**src/rtl/cache_arbiter.sv**
```systemverilog
// Arbitrates the single physical-memory line port between the I-cache (read-only) and the D-cache.
// One transaction at a time; the winner's request is latched and held until memory responds.
module cache_arbiter #(
    parameter bit ROUND_ROBIN = 1'b0
) (
    input  logic         clk,
    input  logic         reset,
    input  logic         icache_pmem_read,
    input  logic [15:0]  icache_pmem_address,
    output logic         icache_pmem_resp,
    output logic [127:0] icache_pmem_rdata,
    input  logic         dcache_pmem_read,
    input  logic         dcache_pmem_write,
    input  logic [15:0]  dcache_pmem_address,
    input  logic [127:0] dcache_pmem_wdata,
    output logic         dcache_pmem_resp,
    output logic [127:0] dcache_pmem_rdata,
    output logic         pmem_read,
    output logic         pmem_write,
    output logic [15:0]  pmem_address,
    output logic [127:0] pmem_wdata,
    input  logic         pmem_resp,
    input  logic [127:0] pmem_rdata
);

    localparam int unsigned AW = 16;
    localparam int unsigned LW = 128;
    localparam logic [AW-1:0] LINE_MASK = ~AW'(15);

    localparam logic [1:0] IDLE    = 2'd0;
    localparam logic [1:0] GRANT_I = 2'd1;
    localparam logic [1:0] GRANT_D = 2'd2;

    logic [1:0]    r_state,      w_state_nxt;
    logic [AW-1:0] r_lat_addr,   w_lat_addr_nxt;
    logic [LW-1:0] r_lat_wdata,  w_lat_wdata_nxt;
    logic          r_lat_write,  w_lat_write_nxt;
    logic          r_pmem_read,  w_pmem_read_nxt;
    logic          r_last_grant, w_last_grant_nxt;

    logic w_i_req;
    logic w_d_req;
    logic w_d_wins;

    assign w_i_req  = icache_pmem_read;
    assign w_d_req  = dcache_pmem_read | dcache_pmem_write;
    // On a tie the D-cache wins unless round-robin says it was served last.
    assign w_d_wins = w_d_req & (~w_i_req | ~ROUND_ROBIN | ~r_last_grant);

    always_ff @(posedge clk) begin
        if (reset) begin
            r_state      <= IDLE;
            r_lat_addr   <= '0;
            r_lat_wdata  <= '0;
            r_lat_write  <= 1'b0;
            r_pmem_read  <= 1'b0;
            r_last_grant <= 1'b0;
        end else begin
            r_state      <= w_state_nxt;
            r_lat_addr   <= w_lat_addr_nxt;
            r_lat_wdata  <= w_lat_wdata_nxt;
            r_lat_write  <= w_lat_write_nxt;
            r_pmem_read  <= w_pmem_read_nxt;
            r_last_grant <= w_last_grant_nxt;
        end
    end

    // Next-state and latch loading; latched values clear on return to IDLE so the port idles at zero.
    always_comb begin
        w_state_nxt      = r_state;
        w_lat_addr_nxt   = r_lat_addr;
        w_lat_wdata_nxt  = r_lat_wdata;
        w_lat_write_nxt  = r_lat_write;
        w_pmem_read_nxt  = r_pmem_read;
        w_last_grant_nxt = r_last_grant;
        case (r_state)
            IDLE: begin
                if (w_d_wins) begin
                    w_state_nxt      = GRANT_D;
                    w_lat_addr_nxt   = dcache_pmem_address & LINE_MASK;
                    w_lat_wdata_nxt  = dcache_pmem_wdata;
                    w_lat_write_nxt  = dcache_pmem_write;
                    w_pmem_read_nxt  = ~dcache_pmem_write;
                    w_last_grant_nxt = 1'b1;
                end else if (w_i_req) begin
                    w_state_nxt      = GRANT_I;
                    w_lat_addr_nxt   = icache_pmem_address & LINE_MASK;
                    w_lat_wdata_nxt  = '0;
                    w_lat_write_nxt  = 1'b0;
                    w_pmem_read_nxt  = 1'b1;
                    w_last_grant_nxt = 1'b0;
                end
            end
            GRANT_I, GRANT_D: begin
                if (pmem_resp) begin
                    w_state_nxt     = IDLE;
                    w_lat_addr_nxt  = '0;
                    w_lat_wdata_nxt = '0;
                    w_lat_write_nxt = 1'b0;
                    w_pmem_read_nxt = 1'b0;
                end
            end
            default: begin
                w_state_nxt     = IDLE;
                w_lat_addr_nxt  = '0;
                w_lat_wdata_nxt = '0;
                w_lat_write_nxt = 1'b0;
                w_pmem_read_nxt = 1'b0;
            end
        endcase
    end

    assign pmem_read    = r_pmem_read;
    assign pmem_write   = r_lat_write;
    assign pmem_address = r_lat_addr;
    assign pmem_wdata   = r_lat_wdata;

    // Completion is steered combinationally to whichever cache holds the grant.
    assign icache_pmem_resp  = (r_state == GRANT_I) & pmem_resp;
    assign dcache_pmem_resp  = (r_state == GRANT_D) & pmem_resp;
    assign icache_pmem_rdata = pmem_rdata;
    assign dcache_pmem_rdata = pmem_rdata;

endmodule

```
**config.mk**
```make
export PLATFORM = sky130hd
export DESIGN_NAME = cache_arbiter
export DESIGN_NICKNAME = d
export VERILOG_FILES = /design/src/rtl/cache_arbiter.sv
export SDC_FILE = /design/constraint.sdc
export NUM_CORES = 1
export LEC_CHECK = 0
export CELL_PAD_IN_SITES_DETAIL_PLACEMENT = 0
export CELL_PAD_IN_SITES_GLOBAL_PLACEMENT = 1
export CORE_AREA = 2 2 272 274
export DETAILED_ROUTE_END_ITERATION = 10
export DIE_AREA = 0 0 274 276
export GPL_ROUTABILITY_DRIVEN = 0
export HOLD_SLACK_MARGIN = 0.12
export PLACE_DENSITY = 0.58
export SETUP_SLACK_MARGIN = 0.1
export SLEW_MARGIN = 25
export SYNTH_ARGS = -nofsm -noshare
export SYNTH_HDL_FRONTEND = slang
export SYNTH_SLANG_ARGS = --single-unit
```
**constraint.sdc**
```tcl
create_clock -name clk -period 2.34 [get_ports clk]
set_input_delay 0.468 -clock clk [delete_from_list [all_inputs] [get_ports clk]]
set_output_delay 0.468 -clock clk [all_outputs]
set_load 0.005 [all_outputs]
```
## Word-level counts from Yosys, hierarchy flattened

Index checks and enable logic that the tools add are counted.

- Bits in registers: 148
- Word-level logic and storage cells: 35
- Bits of input ports: 294
- Output and inout bits: 404

- Eq/ne operators: 4
- Reduce and logical (&&, ||, !) cells: 3
- Bitwise operators: 4
- Multiplexer cells: 19

Operators with widths:

| kind | number |
|---|---|
| 2-to-1 mux 128 bit | 3 |
| case mux 128 bit (2 select lines) | 1 |
| 2-to-1 mux 16 bit | 3 |
| case mux 16 bit (2 select lines) | 1 |
| 2-to-1 mux 2 bit | 3 |
| 2-to-1 mux 1 bit | 5 |
| case mux 1 bit (2 select lines) | 2 |
| case mux 2 bit (2 select lines) | 1 |
| != test 3 bit, second input constant | 1 |
| AND 1 bit | 2 |
| == test 2 x 1 -> 1 bit, second input constant | 1 |
| == test 2 bit, second input constant | 1 |
| logical NOT 2 bit | 1 |
| != test 2 bit, second input constant | 1 |
| AND reduction 2 bit | 1 |
| OR reduction 2 bit | 1 |
| inverter 1 bit | 1 |
| OR 1 bit | 1 |

## Longest topological paths before layout

Gate-level depths: netlist of the first run.

- Depth in word-level cells: 4
- Depth in mapped cells: 8
- Gate-level depth less buffers: 5

## Worst setup path after synthesis of the first run

No wires, ideal clock.

- Path type: register to register
- From: reg r_state[0]
- To: reg r_lat_wdata[42] (netlist: pmem_wdata[42])
- Buffers on the path: 3
- Arrival time: 1.542 ns
- Library setup time: 0.074 ns
- Clock period less this slack: 1.616 ns
- Stages on the path, launching flop included: 9
- Setup slack: 0.724 ns
- Data required time: 2.266 ns
- Cells stage by stage: dfxtp_1 -> inv_1 -> ha_1 -> nand2b_1 -> buf_2 -> buf_2 -> buf_1 -> nand4_1 -> o21ai_0

- Cells in the longest elaborated chain, start to end: 4
- Elaborated cells between the ends (all ways): 8
- Classes of those cells: eq/ne: 4; mux: 1; reduce/logical: 3

Ends and longest elaborated chain:

| item | RTL line | source |
|---|---|---|
| from (decl) | 34 | `logic [1:0] r_state, w_state_nxt;` |
| from (signal assigned) | 59 | `r_state <= w_state_nxt;` |
| == test 2 x 1 -> 1 bit / == test 2 bit (equally long branches) | 76 | `case (r_state)` |
| OR reduction 2 bit | 76 |  |
| != test 2 bit (no source line) | - |  |
| AND reduction 2 bit (no source line) | - |  |
| to (signal assigned) | 61 | `r_lat_wdata <= w_lat_wdata_nxt;` |
| to (decl) | 36 | `logic [LW-1:0] r_lat_wdata, w_lat_wdata_nxt;` |

Parallel ways exist; a longest one is shown, timed or not.
A chain may end at the register's enable or synchronous reset.

## Worst setup path after layout of the first run

- From: reg r_state[0]
- To: out icache_pmem_resp

- Cells in the longest elaborated chain, start to end: 2

Ends and longest elaborated chain:

| item | RTL line | source |
|---|---|---|
| == test 2 x 1 -> 1 bit | 119 | `assign icache_pmem_resp = (r_state == GRANT_I) & pmem_resp;` |
| AND 1 bit | 119 |  |
| to (decl) | 10 | `output logic icache_pmem_resp,` |

Every way passes these cells.

==> results by group, run 1 <==
Critical path
  • Reg-to-Reg End: pmem_wdata[38]
  • Endpoint kind of the worst setup timing path: output port
  • Beginning of the worst register-to-register path: r_state[1]
  • R2r setup slk: 0.47 ns
  • Capture point of the worst path: icache_pmem_resp
  • Number of cells traversed by the worst register-to-register path: 6
  • Kind of critical path: flip-flop to output port
  • Data required time of the worst path: between 1.5 and 2 ns
  • Highest fanout seen on the critical path: 2
  • Critical path launch point type: flip-flop
  • Crit. Startpoint: r_state[0]
  • Arrival @ worst endpoint: 1.68 ns

Logic synthesis
  • Fraction of registers with async set/reset: 0%
  • Post-synthesis mux area share: 0%
  • Yosys warning total: 0
  • Cell count after synthesis: 933
  • Netlist Area Pre-Place: 7890 sq um
  • Share of the yosys chip area belonging to registers: between 30% and 40%
  • Number of storage elements in the synthesis netlist: 144
  • Xor and xnor fraction of the mapped netlist area: 0%
  • Largest area contributor in the netlist: sky130_fd_sc_hd__dfxtp_1
  • Syn avg cell area: 8.46 sq um
  • Synth area leaders: sky130_fd_sc_hd__dfxtp_1, sky130_fd_sc_hd__buf_4, sky130_fd_sc_hd__nand2b_1
  • Main combinational cell family by area after synthesis: buffers and inverters
  • Post-synth top flop: sky130_fd_sc_hd__dfxtp_1
  • Distinct cell type count after synthesis: 29
  • Number of synthesized flops with an enable pin: 0
  • Adder-Cell Fraction of Synth Area: less than 1%
  • Share of the synthesized area in the top cell type: between 30 and 40%
  • Post-synthesis compound-gate area fraction: between 10% and 20%
  • Post-Synth Simple-Gate Area: a little over a fifth

GRT
  • Via count of the first global-routing pass: ~6500
  • Aggregate global routing overflow: 0
  • Maximum number of pins on one net before global-route repair: 75
  • Gr usage total: between 7 and 8%
  • Wire length of the first global-routing pass: just over 40000 um
  • Initial antenna violation count: 0

Clock tree
  • Root buffer selected by CTS: sky130_fd_sc_hd__clkbuf_16
  • Number of sinks handled by clock tree synthesis: about 140
  • Worst-Skew Late Latency: approximately 0.47 ns
  • Post-CTS setup buffer count: 0
  • Longest Clk Path Bufs: 2
  • Clock slew at reported path FFs: ~0.070 ns
  • Clock tree from TritonCTS: done
  • Max H-tree Level: 4
  • Number of buffers created by CTS: 17

Power
  • Cell leakage power: 3.46 nW
  • Internal: 5.43 mW
  • VDD IR max: 0.340 mV
  • Clock group share of total power: 39.0%
  • Net switching component of the power: roughly 2.3 mW
  • Proportion of total power due to net switching: around 30%
  • Combinational power share: between 20% and 30%
  • Power per Cell Area: approximately 710 nW/um^2
  • Sequential group share of total power: a little under two fifths

Layout
  • Number of fill cells in the layout: 8240
  • Final core utilization: ~15%
  • Final standard cell count with taps included and fillers excluded: between 1500 and 2000
  • Flip-flop and latch area: approximately 2900 sq um
  • P&R area growth vs syn: 38.0%
  • Multi-input gate area: 2760 sq um
  • Final net count: roughly 1300
  • Fraction of final layout cells sized beyond drive strength 1: 8.15%

Drt
  • Post-detailed-route count of antenna-violating nets: 0
  • Detailed-route wire length: roughly 29000 um
  • Number of violations reported at the end of detailed-routing iteration 0: approximately 310
  • Routed via count divided by cell count: approximately 3.4
  • Total vias in the final route: ~6500
  • Drt first pass iters: 5
  • Remaining routing DRC violations: 0
  • Detail-routed net length per standard cell: 15.0 um

STA
  • Maximum clock skew at final layout: 0.00686 ns
  • Final setup TNS: 0 ns
  • Number of hold-slack violations in the final timing report: 0
  • Hold_ws: between 0.4 and 0.5 ns
  • Setup repair after global routing missed its margin: no
  • Slew at the pin with the worst max-slew slack: approximately 0.62 ns
  • Part of the cycle the worst path needs: between 90% and 100%
  • Upper clock frequency limit: about 0.46 GHz
  • Max_slew headroom: between 50% and 60%
  • Final setup violation count: 0
  • Final critical-path required period: around 2.2 ns
  • Total count of max-transition violations in the final report: 0

Die
  • Die span in y: 276 um
  • Total core area: between 70000 and 80000 sq um
  • Count of standard-cell rows: 99
  • Horizontal extent of the die: 274 um
  • IO Count: around 700
  • Effective utilization at floorplan: 10.9%
  • DIE AREA: about 76000 sq um

Placement
  • Placed cell count: between 1500 and 2000
  • Number of buffer cells added on primary ports: approximately 300
  • DP Wirelength: around 20000 um

Hold path
  • Worst min path class: flip-flop to flip-flop
  • Min-Delay Path Depth: 1

Status
  • Run status: finished clean

Flow run
  • Max-cap check violation count: 0
==> per-layer routing <==
layer | GRT usage [%] | wire, um
met1 | 7.77 | 10900
met2 | 10.9 | 12600
met3 | 3.69 | 3180
met4 | 6.80 | 2290
met5 | 0.513 | 44
==> sequential cells by signal, summed over array words and instances (netlist names) <==
signal	count
pmem_write	1
pmem_address	12
pmem_read	1
r_state	2
pmem_wdata	128
==> layout by cell type, fill, tap and decap left out, drive strengths merged, types with 12 or more instances in the layout <==
master           n
nand2b         130
clkdlybuf4s50  300
o21ai          128
buf             40
o21a            13
nand4          128
dfxtp          144
o2bb2ai         12
a31oi           13
clkbuf          20
==> cells in the mapped netlist (all sizes together), types with 3 or more instances <==
library cell  instances
o21ai               128
buf                 281
o21a                 13
nand4               128
a21oi                 5
dfxtp               144
nor2b                 3
clkbuf               58
ha                    3
a31oi                13
o2bb2ai              12
nand2b              130
==> cell type report <==
| cell class | instances | area share, % |
|---|---|---|
| clock buffers | 20 | 4.10 |
| repair buffers | 340 | 31.5 |
| multi-input cells | 451 | 25.3 |
| flip-flops and latches | 144 | 26.5 |
| diodes | 2 | 0.0460 |
| clock inverters | 12 | 1.45 |
| well taps | 959 | 11.0 |
| inverters | 2 | 0.0690 |
==> power by group through the flow <==
| stage | Combinational, mW | Sequential [mW] | Clock [mW] |
|---|---|---|---|
| 2_1_floorplan | 0.999 | 2.93 | 0 |
| 3_3_place_gp | 1.86 | 2.91 | 0 |
| 3_5_place_dp | 1.85 | 2.92 | 0 |
| 4_1_cts | 1.86 | 2.87 | 3.21 |
| 5_1_grt | 2.00 | 2.90 | 3.27 |
| 6_report | 1.84 | 2.86 | 3.00 |
==> per-stage QoR <==
step / power, mW / setup slack [ns] / cell area [sq um]
after global placement: 4.77 / 0.176 / 10300
after floorplan: 3.93 / 0.724 / 7900
after global routing: 8.17 / 0.101 / 10900
final: 7.70 / 0.188 / 10900
after CTS: 7.94 / 0.101 / 10900
after detailed placement: 4.77 / 0.160 / 10300
==> worst min-delay path by stage <==
stage / endpoint / startpoint / slack, ns
floorplan: pmem_address[10] / pmem_address[10] / 0.46
global placement: pmem_address[10] / pmem_address[10] / 0.45
detailed placement: pmem_address[7] / pmem_address[7] / 0.45
CTS: pmem_address[7] / pmem_address[7] / 0.47
global route: pmem_address[11] / pmem_address[11] / 0.48
finish: pmem_address[7] / pmem_address[7] / 0.46
==> logic make-up (layout without fill, tap and decap cells) <==
logic type      after synthesis  after routing
compound gates              172            172
fa+ha+maj                     3              3
buf+inv                     341            374
flops                       144            144
other cells                   1              6
simple gates                272            272
==> worst max-delay path, stage by stage, from the launching register on <==
cell	delay, ns
sky130_fd_sc_hd__dfxtp_2	0.32
sky130_fd_sc_hd__buf_4	0.13
sky130_fd_sc_hd__ha_1	0.19
sky130_fd_sc_hd__and2_1	0.14
sky130_fd_sc_hd__clkdlybuf4s50_1	0.44
==> timing repair <==
action / 4_1_cts / 5_1_grt
gates resized for setup: 0 / 2
hold buffers: 0 / 0
setup endpoints to repair: 0 / 13
(Power assumes the default switching activity.)
==> run 2: changes to the inputs <==
clock period = 2 ns   (was 2.34 ns; I/O delays follow)
==> run 2 against run 1 <==
Cell area is 1.4% higher. Power is 18% higher. Largest cell class unchanged. Critical path type unchanged. Worst hold slack about the same. Clock power grew 13%. First-iteration DRC count fell by 17%. Setup slack about the same.
==> results by group, run 2 (synthesized netlist as in run 1, its figures left out) <==
Clock tree
  • Max H-tree Level: 4
  • Number of buffers created by CTS: 17
  • Number of sinks handled by clock tree synthesis: 144
  • Clock slew at reported path FFs: 0.07 ns
  • Root buffer selected by CTS: sky130_fd_sc_hd__clkbuf_16
  • Hold_buf cts: 0
  • Longest Clk Path Bufs: 2
  • Clock tree from TritonCTS: done
  • Worst-Skew Late Latency: approximately 0.47 ns

Die
  • Horizontal extent of the die: between 200 and 300 um
  • IO Count: around 700
  • DIE AREA: 75600 sq um
  • Count of standard-cell rows: 99
  • Effective utilization at floorplan: a little over a tenth
  • Die span in y: ~280 um
  • Total core area: between 70000 and 80000 sq um

Layout
  • Fraction of final layout cells sized beyond drive strength 1: a little under 10%
  • Flip-flop count of the largest register, all copies and words added: 128
  • Number of fill cells in the layout: approximately 8200
  • Post-layout instance area: 11000 sq um
  • Most frequent standard cell in the layout excluding fill and tap cells: sky130_fd_sc_hd__clkdlybuf4s50_1
  • Commonest non-fill, non-tap cells in the layout: sky130_fd_sc_hd__clkdlybuf4s50_1, sky130_fd_sc_hd__dfxtp_1, sky130_fd_sc_hd__nand2b_1
  • P&R area growth vs syn: 39.9%
  • Final net count: between 1000 and 1500

GRT
  • Aggregate global routing overflow: 0
  • Initial antenna violation count: 0
  • Gr usage total: between 7 and 8%
  • Wire length of the first global-routing pass: 42600 um
  • Maximum number of pins on one net before global-route repair: 75
  • Via count of the first global-routing pass: ~6800

Critical path
  • Critical Path, Cell by Cell: clkdlybuf4s50_1
  • Number of gates on the worst path with buffers counted: 1
  • Data required time of the worst path: roughly 1.6 ns
  • Highest fanout seen on the critical path: 2
  • Beginning of the worst register-to-register path: r_state[1]
  • Number of cells traversed by the worst register-to-register path: 8
  • Endpoint kind of the worst setup timing path: output port
  • Arrival @ worst endpoint: ~1.4 ns
  • Slowest cell on crit path: sky130_fd_sc_hd__clkdlybuf4s50_1
  • Worst path top cell family by delay: buffers and inverters
  • R2r setup slk: about 0.21 ns
  • Critical path launch point type: flip-flop
  • Kind of critical path: flip-flop to output port
  • CP Buf/Inv Count: 1
  • Reg-to-Reg End: pmem_wdata[4]
  • CP max stage delay: ~0.53 ns

Drt
  • Detail-routed net length per standard cell: ~16 um
  • Routed via count divided by cell count: approximately 3.4
  • Remaining routing DRC violations: 0
  • Detailed-route wire length: ~30000 um
  • Drt first pass iters: 4
  • Total vias in the final route: roughly 6500
  • Post-detailed-route count of antenna-violating nets: 0
  • Number of violations reported at the end of detailed-routing iteration 0: 256

Power
  • Cell leakage power: around 3.6 nW
  • Power per Cell Area: between 800 and 900 nW/um^2
  • VDD IR max: approximately 0.43 mV

STA
  • Slew at the pin with the worst max-slew slack: around 0.66 ns
  • Part of the cycle the worst path needs: 90.6%
  • Hold_ws: 0.465 ns
  • Max_slew headroom: 56.3%
  • Least setup slack across all paths after layout: roughly 0.19 ns
  • Total count of max-transition violations in the final report: 0
  • Number of hold-slack violations in the final timing report: 0
  • Final setup violation count: 0
  • Upper clock frequency limit: about 0.55 GHz
  • Final critical-path required period: roughly 1.8 ns
  • Setup repair after global routing missed its margin: no
  • Maximum clock skew at final layout: slightly below 0.01 ns

Status
  • Run status: finished clean

Hold path
  • Min-Delay Path Depth: 1
  • Worst min path class: flip-flop to flip-flop
  • End point of the most critical hold path: pmem_address[6]
  • Hold wc startpoint: pmem_address[6]

Placement
  • Placement Cell Area: slightly above 10000 sq um
  • Number of buffer cells added on primary ports: ~300
  • DP Wirelength: 21000 um
  • Pre-CTS WS: -0.0777 ns

Flow run
  • Max-cap check violation count: 0
==> run 2: worst max-delay path by stage <==
| stage | startpoint | to | slack, ns |
|---|---|---|---|
| after floorplan | r_state[0] | pmem_wdata[42] | 0.38 |
| after global placement | dcache_pmem_read | pmem_address[12] | -0.05 |
| after detailed placement | dcache_pmem_read | pmem_address[12] | -0.08 |
| after CTS | r_state[0] | icache_pmem_resp | 0.09 |
| after global routing | r_state[1] | pmem_wdata[26] | 0.11 |
| final | pmem_wdata[34] | pmem_wdata[34] | 0.19 |
==> run 2: per-stage QoR <==
step                std cells  utilization, %  setup TNS [ns]  power, mW
global route             1941            15.2               0       9.58
global placement         1906            14.3          -0.994       5.64
floorplan                 936               -               0       4.59
detailed placement       1906            14.3           -3.90       5.65
finish                   1942            15.2               0       9.05
CTS                      1938            15.1               0       9.22
==> run 2: final cells by class <==
class	instances	area [sq um]	area share [%]
repair buffers	353	3590	32.5
multi-input cells	451	2760	25.0
clock inverters	14	154	1.39
diodes	1	2.50	0.0227
clock buffers	18	439	3.98
well taps	959	1200	10.9
flip-flops and latches	144	2880	26.1
inverters	2	7.51	0.0680
==> run 2: timing repair <==
action / CTS / global route
cloned: 0 / 2
endpoints found under the setup margin: 2 / 99
buffers inserted: 0 / 1
resized for setup: 6 / 3
==> run 2: layer usage <==
layer,global-route usage (%),routed length (um),vias to the layer above
met5,0.513,44,-
met4,5.74,1830,2
met3,3.66,2900,119
met2,12.0,14000,372
met1,7.56,11500,3008
li1,-,-,3022
==> run 2: report_power, final <==
group          switching (mW)  total (mW)  internal [mW]
sequential              0.176        3.36           3.18
clock                    1.51        3.40           1.89
combinational            1.03        2.30           1.26
